### src/rtl/rf_alu_sequencer.sv
// ---------------------------------------------------------------------------
// rf_alu_sequencer
//
// Multi-cycle issue controller for the RF_ALU block. It accepts one 32-bit
// LEGv8 R-format instruction per valid/ready handshake and walks it through
// the following states:
//   IDLE -> DECODE -> EXEC -> WRITE -> DONE -> IDLE
// The DECODE state goes straight to DONE when the opcode is not supported.
//
// Ports
//   clock         in   rising-edge system clock
//   reset_n       in   asynchronous active-low reset
//   instr         in   instruction word: opcode[31:21] Rm[20:16] shamt[15:10]
//                      Rn[9:5] Rd[4:0]; shamt is ignored
//   instr_valid   in   instruction offered
//   instr_ready   out  sequencer can accept (high only in IDLE)
//   zero          in   zero flag from RF_ALU, sampled at the end of EXEC
//   ALUOp         out  ALU operation class (2'b10 for R-format)
//   OpcodeField   out  opcode to RF_ALU
//   Read1/Read2   out  Rn / Rm register addresses
//   WriteReg      out  Rd register address
//   RegWrite      out  one-cycle write enable in WRITE (suppressed for XZR)
//   done          out  one-cycle completion pulse
//   zero_flag     out  zero captured for the last executed instruction
//   illegal       out  last instruction had an unsupported opcode
//   retire_count  out  committed-instruction count
//
// Optional feature: define RF_ALU_SEQ_RETIRE_CNT_EN to build the retire
// counter. Without the macro, retire_count is tied to zero.
//
// All outputs are registered. The operand outputs keep their last values
// through DONE and IDLE.
// ---------------------------------------------------------------------------
module rf_alu_sequencer #(
  parameter int INSTR_W    = 32,
  parameter int OPCODE_W   = 11,
  parameter int REG_ADDR_W = 5,
  parameter int CNT_W      = 16
) (
  input  logic                  clock,
  input  logic                  reset_n,
  input  logic [INSTR_W-1:0]    instr,
  input  logic                  instr_valid,
  output logic                  instr_ready,
  input  logic                  zero,
  output logic [1:0]            ALUOp,
  output logic [OPCODE_W-1:0]   OpcodeField,
  output logic [REG_ADDR_W-1:0] Read1,
  output logic [REG_ADDR_W-1:0] Read2,
  output logic [REG_ADDR_W-1:0] WriteReg,
  output logic                  RegWrite,
  output logic                  done,
  output logic                  zero_flag,
  output logic                  illegal,
  output logic [CNT_W-1:0]      retire_count
);

  localparam logic [OPCODE_W-1:0]   OP_AND = 11'b10001010000;
  localparam logic [OPCODE_W-1:0]   OP_ORR = 11'b10101010000;
  localparam logic [OPCODE_W-1:0]   OP_ADD = 11'b10001011000;
  localparam logic [OPCODE_W-1:0]   OP_SUB = 11'b11001011000;
  localparam logic [REG_ADDR_W-1:0] XZR    = '1;

  typedef enum logic [2:0] {
    S_IDLE,
    S_DECODE,
    S_EXEC,
    S_WRITE,
    S_DONE
  } state_t;

  state_t r_state;

  // Fixed LEGv8 R-format field positions.
  logic [OPCODE_W-1:0]   w_opcode;
  logic [REG_ADDR_W-1:0] w_rm;
  logic [REG_ADDR_W-1:0] w_rn;
  logic [REG_ADDR_W-1:0] w_rd;
  logic                  w_unused_shamt;

  assign w_opcode       = instr[31:21];
  assign w_rm           = instr[20:16];
  assign w_rn           = instr[9:5];
  assign w_rd           = instr[4:0];
  assign w_unused_shamt = ^instr[15:10];

  function automatic logic is_legal(input logic [OPCODE_W-1:0] op);
    return (op == OP_AND) || (op == OP_ORR) || (op == OP_ADD) || (op == OP_SUB);
  endfunction

  // The operand outputs are loaded at the accept edge. They are therefore
  // valid throughout DECODE. Legality is judged from the registered
  // OpcodeField, so the sequencer needs no separate instruction latch.
  always_ff @(posedge clock or negedge reset_n) begin
    if (!reset_n) begin
      r_state     <= S_IDLE;
      instr_ready <= 1'b1;
      ALUOp       <= '0;
      OpcodeField <= '0;
      Read1       <= '0;
      Read2       <= '0;
      WriteReg    <= '0;
      RegWrite    <= 1'b0;
      done        <= 1'b0;
      zero_flag   <= 1'b0;
      illegal     <= 1'b0;
    end else begin
      unique case (r_state)
        S_IDLE: begin
          if (instr_valid && instr_ready) begin
            Read1       <= w_rn;
            Read2       <= w_rm;
            WriteReg    <= w_rd;
            OpcodeField <= w_opcode;
            ALUOp       <= 2'b10;
            illegal     <= 1'b0;
            instr_ready <= 1'b0;
            r_state     <= S_DECODE;
          end
        end
        S_DECODE: begin
          if (is_legal(OpcodeField)) begin
            r_state <= S_EXEC;
          end else begin
            // An unsupported opcode skips execute and write-back entirely.
            ALUOp   <= 2'b00;
            illegal <= 1'b1;
            done    <= 1'b1;
            r_state <= S_DONE;
          end
        end
        S_EXEC: begin
          // RF_ALU has had the whole EXEC cycle to settle. The write enable
          // is raised here so that it is high exactly during WRITE.
          zero_flag <= zero;
          RegWrite  <= (WriteReg != XZR);
          r_state   <= S_WRITE;
        end
        S_WRITE: begin
          RegWrite <= 1'b0;
          done     <= 1'b1;
          r_state  <= S_DONE;
        end
        S_DONE: begin
          done        <= 1'b0;
          instr_ready <= 1'b1;
          r_state     <= S_IDLE;
        end
        default: begin
          RegWrite    <= 1'b0;
          done        <= 1'b0;
          instr_ready <= 1'b1;
          r_state     <= S_IDLE;
        end
      endcase
    end
  end

`ifdef RF_ALU_SEQ_RETIRE_CNT_EN
  // Only legal instructions reach WRITE, so counting WRITE->DONE
  // transitions counts commits. XZR destinations are included. The
  // updated value is visible together with the done pulse.
  always_ff @(posedge clock or negedge reset_n) begin
    if (!reset_n) begin
      retire_count <= '0;
    end else if (r_state == S_WRITE) begin
      retire_count <= retire_count + CNT_W'(1);
    end
  end
`else
  assign retire_count = '0;
`endif

endmodule

### config.mk
export PLATFORM = sky130hd
export DESIGN_NAME = rf_alu_sequencer
export DESIGN_NICKNAME = d
export VERILOG_FILES = /design/src/rtl/rf_alu_sequencer.sv
export SDC_FILE = /design/constraint.sdc
export NUM_CORES = 1
export LEC_CHECK = 0
export CAP_MARGIN = 40
export CORE_ASPECT_RATIO = 1.75
export CORE_UTILIZATION = 35
export DETAILED_ROUTE_END_ITERATION = 10
export PLACE_DENSITY = 0.77
export SYNTH_ARGS = -nofsm -noshare
export SYNTH_HDL_FRONTEND = slang
export SYNTH_SLANG_ARGS = --single-unit
### constraint.sdc
create_clock -name clock -period 1.5 [get_ports clock]
set_input_delay 0.3 -clock clock [delete_from_list [all_inputs] [get_ports clock]]
set_output_delay 0.3 -clock clock [all_outputs]
set_load 0.01 [all_outputs]
==> flow_metrics.py, run 1 <==
metrics = {
    "outcome": {
        "status": "finished, violations left",
        "violations": "negative setup slack",
    },
    "synthesis": {
        "async_reset_ff_share_pct": 100,
        "postSynthAreaPerCell_sq_um": 13.4,
        "synth.area.top_cells": "dfrtp_1 (55%), mux2_2 (15%), buf_4 (8.7%), mux2_1 (5.1%), nor2_1 (2.2%)",
        "ys_seq_elements": 35,
        "synth_top_area_share_pct": 55.1,
        "synth_top_area_cell": "dfrtp_1",
        "syn_inst": 115,
        "ys_seq_area_share_pct": 56.8,
        "yosysUniqueCellTypes": 26,
        "synth-main-ff-cell": "dfrtp_1",
        "synth_area_sq_mm": 0.00155,
        "synth_most_common_cell": "dfrtp_1",
        "synth.top_cells.by_count": "dfrtp_1 (34), mux2_2 (20), buf_4 (18), nor2_1 (9), mux2_1 (7)",
        "yosys_warnings": 0,
        "synth_edf_count": 0,
    },
    "critical_path": {
        "crit_fanout": 15,
        "cp-startpoint": "instr_ready",
        "cp_cell_sequence": "nand2_2, nor4_4, buf_6, mux2_2",
        "critPathCaptureType": "register",
        "critPathTopFamily": "flip-flops",
        "critPathKind": "reg -> reg",
        "ff2ff_path_depth": 4,
        "r2r-start": "instr_ready",
        "worstPathRequired_ns": 1.67,
        "crit_buf_inv": 1,
        "worst_setup_path_start_kind": "register",
        "crit_slowest_cell": "dfstp_2",
        "slowest_delay_ns": 0.57,
        "worst_ep_arrival_time_ns": 1.69,
        "cp_num_cells": 4,
    },
    "clock_tree": {
        "cts_tree": "done",
        "clock-root-buffer": "clkbuf_8",
        "cts.clk_slew.worst_paths_ns": 0.07,
        "cts.htree.levels": 2,
        "clock-sinks": 35,
        "clk_latency_ns": 0.29,
        "cts_buffers": 5,
        "clk_path_buf_depth": 2,
        "hold_buffers": 0,
    },
    "sta": {
        "skew_ns": 0.00406,
        "rsz0062_at_grt": "yes",
        "finalCritPeriodShare_pct": 102,
        "layout_min_cycle_time_ns": 1.52,
        "finalWorstSetupSlack_ns": -0.0227,
        "hold_viol": 0,
        "finalSetupViolCount": 18,
        "fmax_ghz": 0.657,
        "finalMaxSlewViolations": 0,
    },
    "global_route": {
        "antenna_found_initial": 0,
        "track_usage_pct": 14.7,
        "grt_overflow_total": 0,
        "grt_max_degree": 36,
        "grt_pass1_wl_mm": 5.16,
        "grt_pass1_vias": 1190,
    },
    "place": {
        "place_ws_ns": -0.322,
        "gp_congestion": 0.741,
        "dp_hpwl_mm": 2.45,
        "place_area_sq_mm": 0.00217,
        "numPortBuffers": 61,
    },
    "floorplanning": {
        "fp-row-count": 31,
        "dieHeight_um": 89.9,
        "coreArea_sq_mm": 0.00419,
        "die_x_um": 52.2,
        "start_util_pct": 36.9,
        "design.die.area_sq_mm": 0.00469,
        "pin_count": 85,
    },
    "route": {
        "vias": 1119,
        "drt_drc_violations_left": 0,
        "drt_iter0_drc": 4,
        "ant_nets": 0,
        "wl_per_cell_um": 13.8,
        "dr.pass1.iters": 3,
        "via_per_inst": 4.76,
        "wl_mm": 3.23,
    },
    "final_layout": {
        "fin_util_pct": 54.1,
        "drive_gt1_share_pct": 19.9,
        "area_growth_syn_to_layout_pct": 46.7,
        "fin_nets": 221,
        "fin_area_sq_mm": 0.00227,
        "insertedDiodeCount": 0,
    },
    "power_and_ir_drop": {
        "p_per_area_mw_per_mm2": 1870,
        "irDropWorstVdd_uv": 1140,
        "p_leak_uw": 0.00108,
    },
    "run": {
        "drv_cap": 0,
    },
    "hold_path": {
        "hp-class": "in -> async",
    },
}
==> timing repair <==
| action | 4_1_cts | 5_1_grt |
|---|---|---|
| gates resized for setup | 20 | 12 |
| setup endpoints to repair | 46 | 34 |
| pin swaps | 0 | 1 |
| buffers inserted | 0 | 1 |
==> layout make-up <==
class                   count  area [sq um]
multi-input cells          72           557
clock buffers               7          76.3
well taps                  49          61.3
inverters                   2          7.51
clock inverters             1          5.00
fillers                   387          1920
repair buffers             69           683
flip-flops and latches     35           877
==> power breakdown <==
| part | switching [uW] | internal (uW) | total, uW |
|---|---|---|---|
| registers | 299 | 1410 | 1710 |
| clock network | 325 | 326 | 650 |
| logic | 775 | 1110 | 1890 |
==> final timing paths <==
| path | slack, ns | endpoint |
|---|---|---|
| setup / recovery | -0.02 | Read2[4] |
| hold / removal | 0.38 | WriteReg[0] |
| setup reg to reg | -0.02 | Read2[4] |
| hold reg to reg | 0.51 | Read2[0] |
| max in group asynchronous | 0.88 | instr_ready |
| min in group clock | 0.51 | Read2[0] |
==> sequential cells by signal, indices dropped and copies added (netlist names) <==
name	count
OpcodeField	11
Read1	5
Read2	5
WriteReg	5
r_state	3
ALUOp	1
RegWrite	1
done	1
illegal	1
instr_ready	1
zero_flag	1
==> routing by layer <==
metal | part of all wire [%] | GRT usage, % | vias to the layer above
met5 | 0 | 0 | -
met4 | 1.4 | 5.04 | 0
met3 | 10 | 6.60 | 5
met2 | 56 | 26.8 | 67
met1 | 32 | 13.6 | 550
li1 | - | - | 497
==> layout by cell type (no fill, tap or decap), types with 3 or more instances in the layout <==
master,netlist,layout
clkbuf_8,0,5
buf_4,18,5
mux2_2,20,17
dfrtp_1,34,34
dlymetal6s2s_1,0,7
dlygate4sd2_1,0,20
mux2_4,0,3
nor2_1,9,9
clkdlybuf4s50_1,0,34
mux2_1,7,7
conb_1,1,17
==> kinds of logic (layout without fill, tap and decap cells) <==
group                  count (synthesis)  after routing  share of synthesized area (%)
AOI/OAI and AO/OA                      8              8                           3.81
buffers and inverters                 24             79                           12.0
DFF                                   35             35                           56.8
muxes                                 28             28                           20.3
other                                  1             17                          0.243
and+or+nand+nor                       19             19                           6.88
==> stage by stage <==
step,setup TNS [ns],cells,hold slack [ns],total power [uW]
6_report,-0.216,235,0.375,4250
2_1_floorplan,-0.129,131,0.00441,2710
5_1_grt,-1.48,235,0.390,4530
3_3_place_gp,-7.66,226,0.488,3730
3_5_place_dp,-8.20,226,0.495,3820
4_1_cts,-0.549,234,0.377,4290
Power figures use the tool's default switching activity.
==> run 2: changes to the inputs <==
--- a/config.mk
+++ b/config.mk
@@ -10,6 +10,7 @@
 export CORE_UTILIZATION = 35
 export DETAILED_ROUTE_END_ITERATION = 10
 export PLACE_DENSITY = 0.77
+export REMOVE_ABC_BUFFERS = 1
 export SYNTH_ARGS = -nofsm -noshare
 export SYNTH_HDL_FRONTEND = slang
 export SYNTH_SLANG_ARGS = --single-unit
==> run 2 against run 1 <==
  * The flow still finishes with violations (negative setup slack)
  * Via count is 3.8% lower
  * Worst hold slack better by 0.089 ns
  * Count of clock-buffer cells in the layout is 2 lower
  * Utilization is 0.33 points higher
  * Die area stayed put
  * Critical path type unchanged
  * Critical endpoint is now Read1[0]
==> flow_metrics.py, run 2 (synthesis gave the netlist of run 1 again) <==
metrics = {
    "place": {
        "dp_hpwl_mm": 2.66,
        "gp_congestion": 0.755,
        "numPortBuffers": 61,
        "place_area_sq_mm": 0.00217,
        "place_ws_ns": -0.305,
    },
    "critical_path": {
        "cp-startpoint": "instr_ready",
        "ff2ff_path_depth": 4,
        "critPathKind": "reg -> reg",
        "worstPathRequired_ns": 1.67,
        "worst_setup_path_start_kind": "register",
        "regToRegEndpoint": "Read1[0]",
        "crit_slowest_cell": "dfstp_2",
        "critPathCaptureType": "register",
        "slowest_delay_ns": 0.54,
        "worst_ep_arrival_time_ns": 1.68,
        "r2r-start": "instr_ready",
        "cp_cell_sequence": "nand2_2, nor4_4, buf_12, mux2_2",
        "crit_fanout": 22,
        "regToRegSetupSlack_ns": -0.007,
    },
    "sta": {
        "fmax_ghz": 0.663,
        "finalWorstSetupSlack_ns": -0.00739,
        "finalCritPeriodShare_pct": 100,
        "layout_min_cycle_time_ns": 1.51,
        "skew_ns": 0.00338,
        "finalMaxSlewViolations": 0,
        "rsz0062_at_grt": "yes",
        "holdWs_ns": 0.464,
        "hold_viol": 0,
        "finalSetupViolCount": 2,
        "finalSetupTns_ns": -0.00858,
    },
    "power_and_ir_drop": {
        "irDropWorstVdd_uv": 1080,
        "p_leak_uw": 0.00112,
        "p_per_area_mw_per_mm2": 1860,
    },
    "final_layout": {
        "drive_gt1_share_pct": 21.9,
        "fin_nets": 222,
        "top_register": "OpcodeField",
        "area_growth_syn_to_layout_pct": 47.6,
        "fin_area_sq_mm": 0.00228,
        "insertedDiodeCount": 0,
        "largest_reg_flops": 11,
        "final_common_cell": "dfrtp_1",
        "layout_common_cells": "dfrtp_1 (34), clkdlybuf4s50_1 (31), mux2_2 (18)",
    },
    "route": {
        "wl_mm": 3.35,
        "drt_iter0_drc": 14,
        "ant_nets": 0,
        "dr.pass1.iters": 3,
        "wl_per_cell_um": 14.2,
        "drt_drc_violations_left": 0,
        "via_per_inst": 4.56,
        "vias": 1077,
    },
    "global_route": {
        "grt_pass1_wl_mm": 5.46,
        "grt_pass1_vias": 1184,
        "grt_max_degree": 23,
        "grt_overflow_total": 0,
        "antenna_found_initial": 0,
        "track_usage_pct": 16.0,
    },
    "floorplanning": {
        "design.die.area_sq_mm": 0.00469,
        "coreArea_sq_mm": 0.00419,
        "dieHeight_um": 89.9,
        "pin_count": 85,
        "start_util_pct": 36.9,
        "fp-row-count": 31,
        "die_x_um": 52.2,
    },
    "hold_path": {
        "hp-class": "in -> async",
    },
    "clock_tree": {
        "clk_path_buf_depth": 2,
        "cts_buffers": 5,
        "cts.clk_slew.worst_paths_ns": 0.07,
        "clock-root-buffer": "clkbuf_8",
        "clock-sinks": 35,
        "cts_tree": "done",
        "clk_latency_ns": 0.28,
        "cts.htree.levels": 2,
    },
    "outcome": {
        "status": "finished, violations left",
        "violations": "negative setup slack",
    },
    "run": {
        "drv_cap": 0,
    },
}
==> run 2: changes by cell type in the layout (fill, tap and decap cells not counted), sizes merged, moves of 2 or more <==
cell,before,now
dlymetal6s2s,7,11
clkdlybuf4s50,34,31
dlygate4sd2,20,17
clkbuf,7,5
clkinv,1,3
==> run 2: metal layers <==
metal	GRT usage (%)	up-vias	share of wire, %
met5	0	-	0
met4	7.24	0	2.3
met3	3.38	6	4.8
met2	30.6	51	61
met1	14.8	518	32
li1	-	502	-
==> run 2: power by group <==
| group | internal [uW] | switching (uW) |
|---|---|---|
| registers | 1410 | 286 |
| logic | 1140 | 773 |
| clock network | 317 | 329 |
| total | 2860 | 1390 |
==> run 2: critical path, delay by kind of cell (launching register included) <==
family	cells	cell delay, ns
buf+inv	1	0.22
flops	1	0.54
mux	1	0.35
simple gates	2	0.27
==> run 2: worst max-delay path by stage <==
stage	to	slack (ns)	cells past startpoint
floorplan	OpcodeField[0]	-0.63	3
global placement	Read2[0]	-0.27	5
detailed placement	Read1[0]	-0.31	5
CTS	Read1[0]	-0.01	4
global route	Read2[3]	-0.05	4
finish	Read1[0]	-0.007	4
==> run 2: stage by stage <==
step	power (uW)	utilization (%)	instances
2_1_floorplan	2590	-	109
3_3_place_gp	3750	51.7	227
3_5_place_dp	3850	51.7	227
4_1_cts	4330	53.5	236
5_1_grt	4540	54.5	236
6_report	4250	54.5	236
==> run 2: cell type report <==
| class | count | area, sq um |
|---|---|---|
| clock buffer | 5 | 68.8 |
| tap | 49 | 61.3 |
| fill | 375 | 1910 |
| timing repair buffer | 70 | 694 |
| sequential | 35 | 877 |
| inverter | 2 | 7.51 |
| multi-input combinational | 72 | 557 |
| clock inverter | 3 | 15.0 |
==> run 2: repair_timing <==
item,CTS,global route
hold endpoints to repair,15,0
resized for setup,19,15
gates cloned,0,0
setup buffers,0,0
hold buffers,1,0
endpoints found under the setup margin,44,38
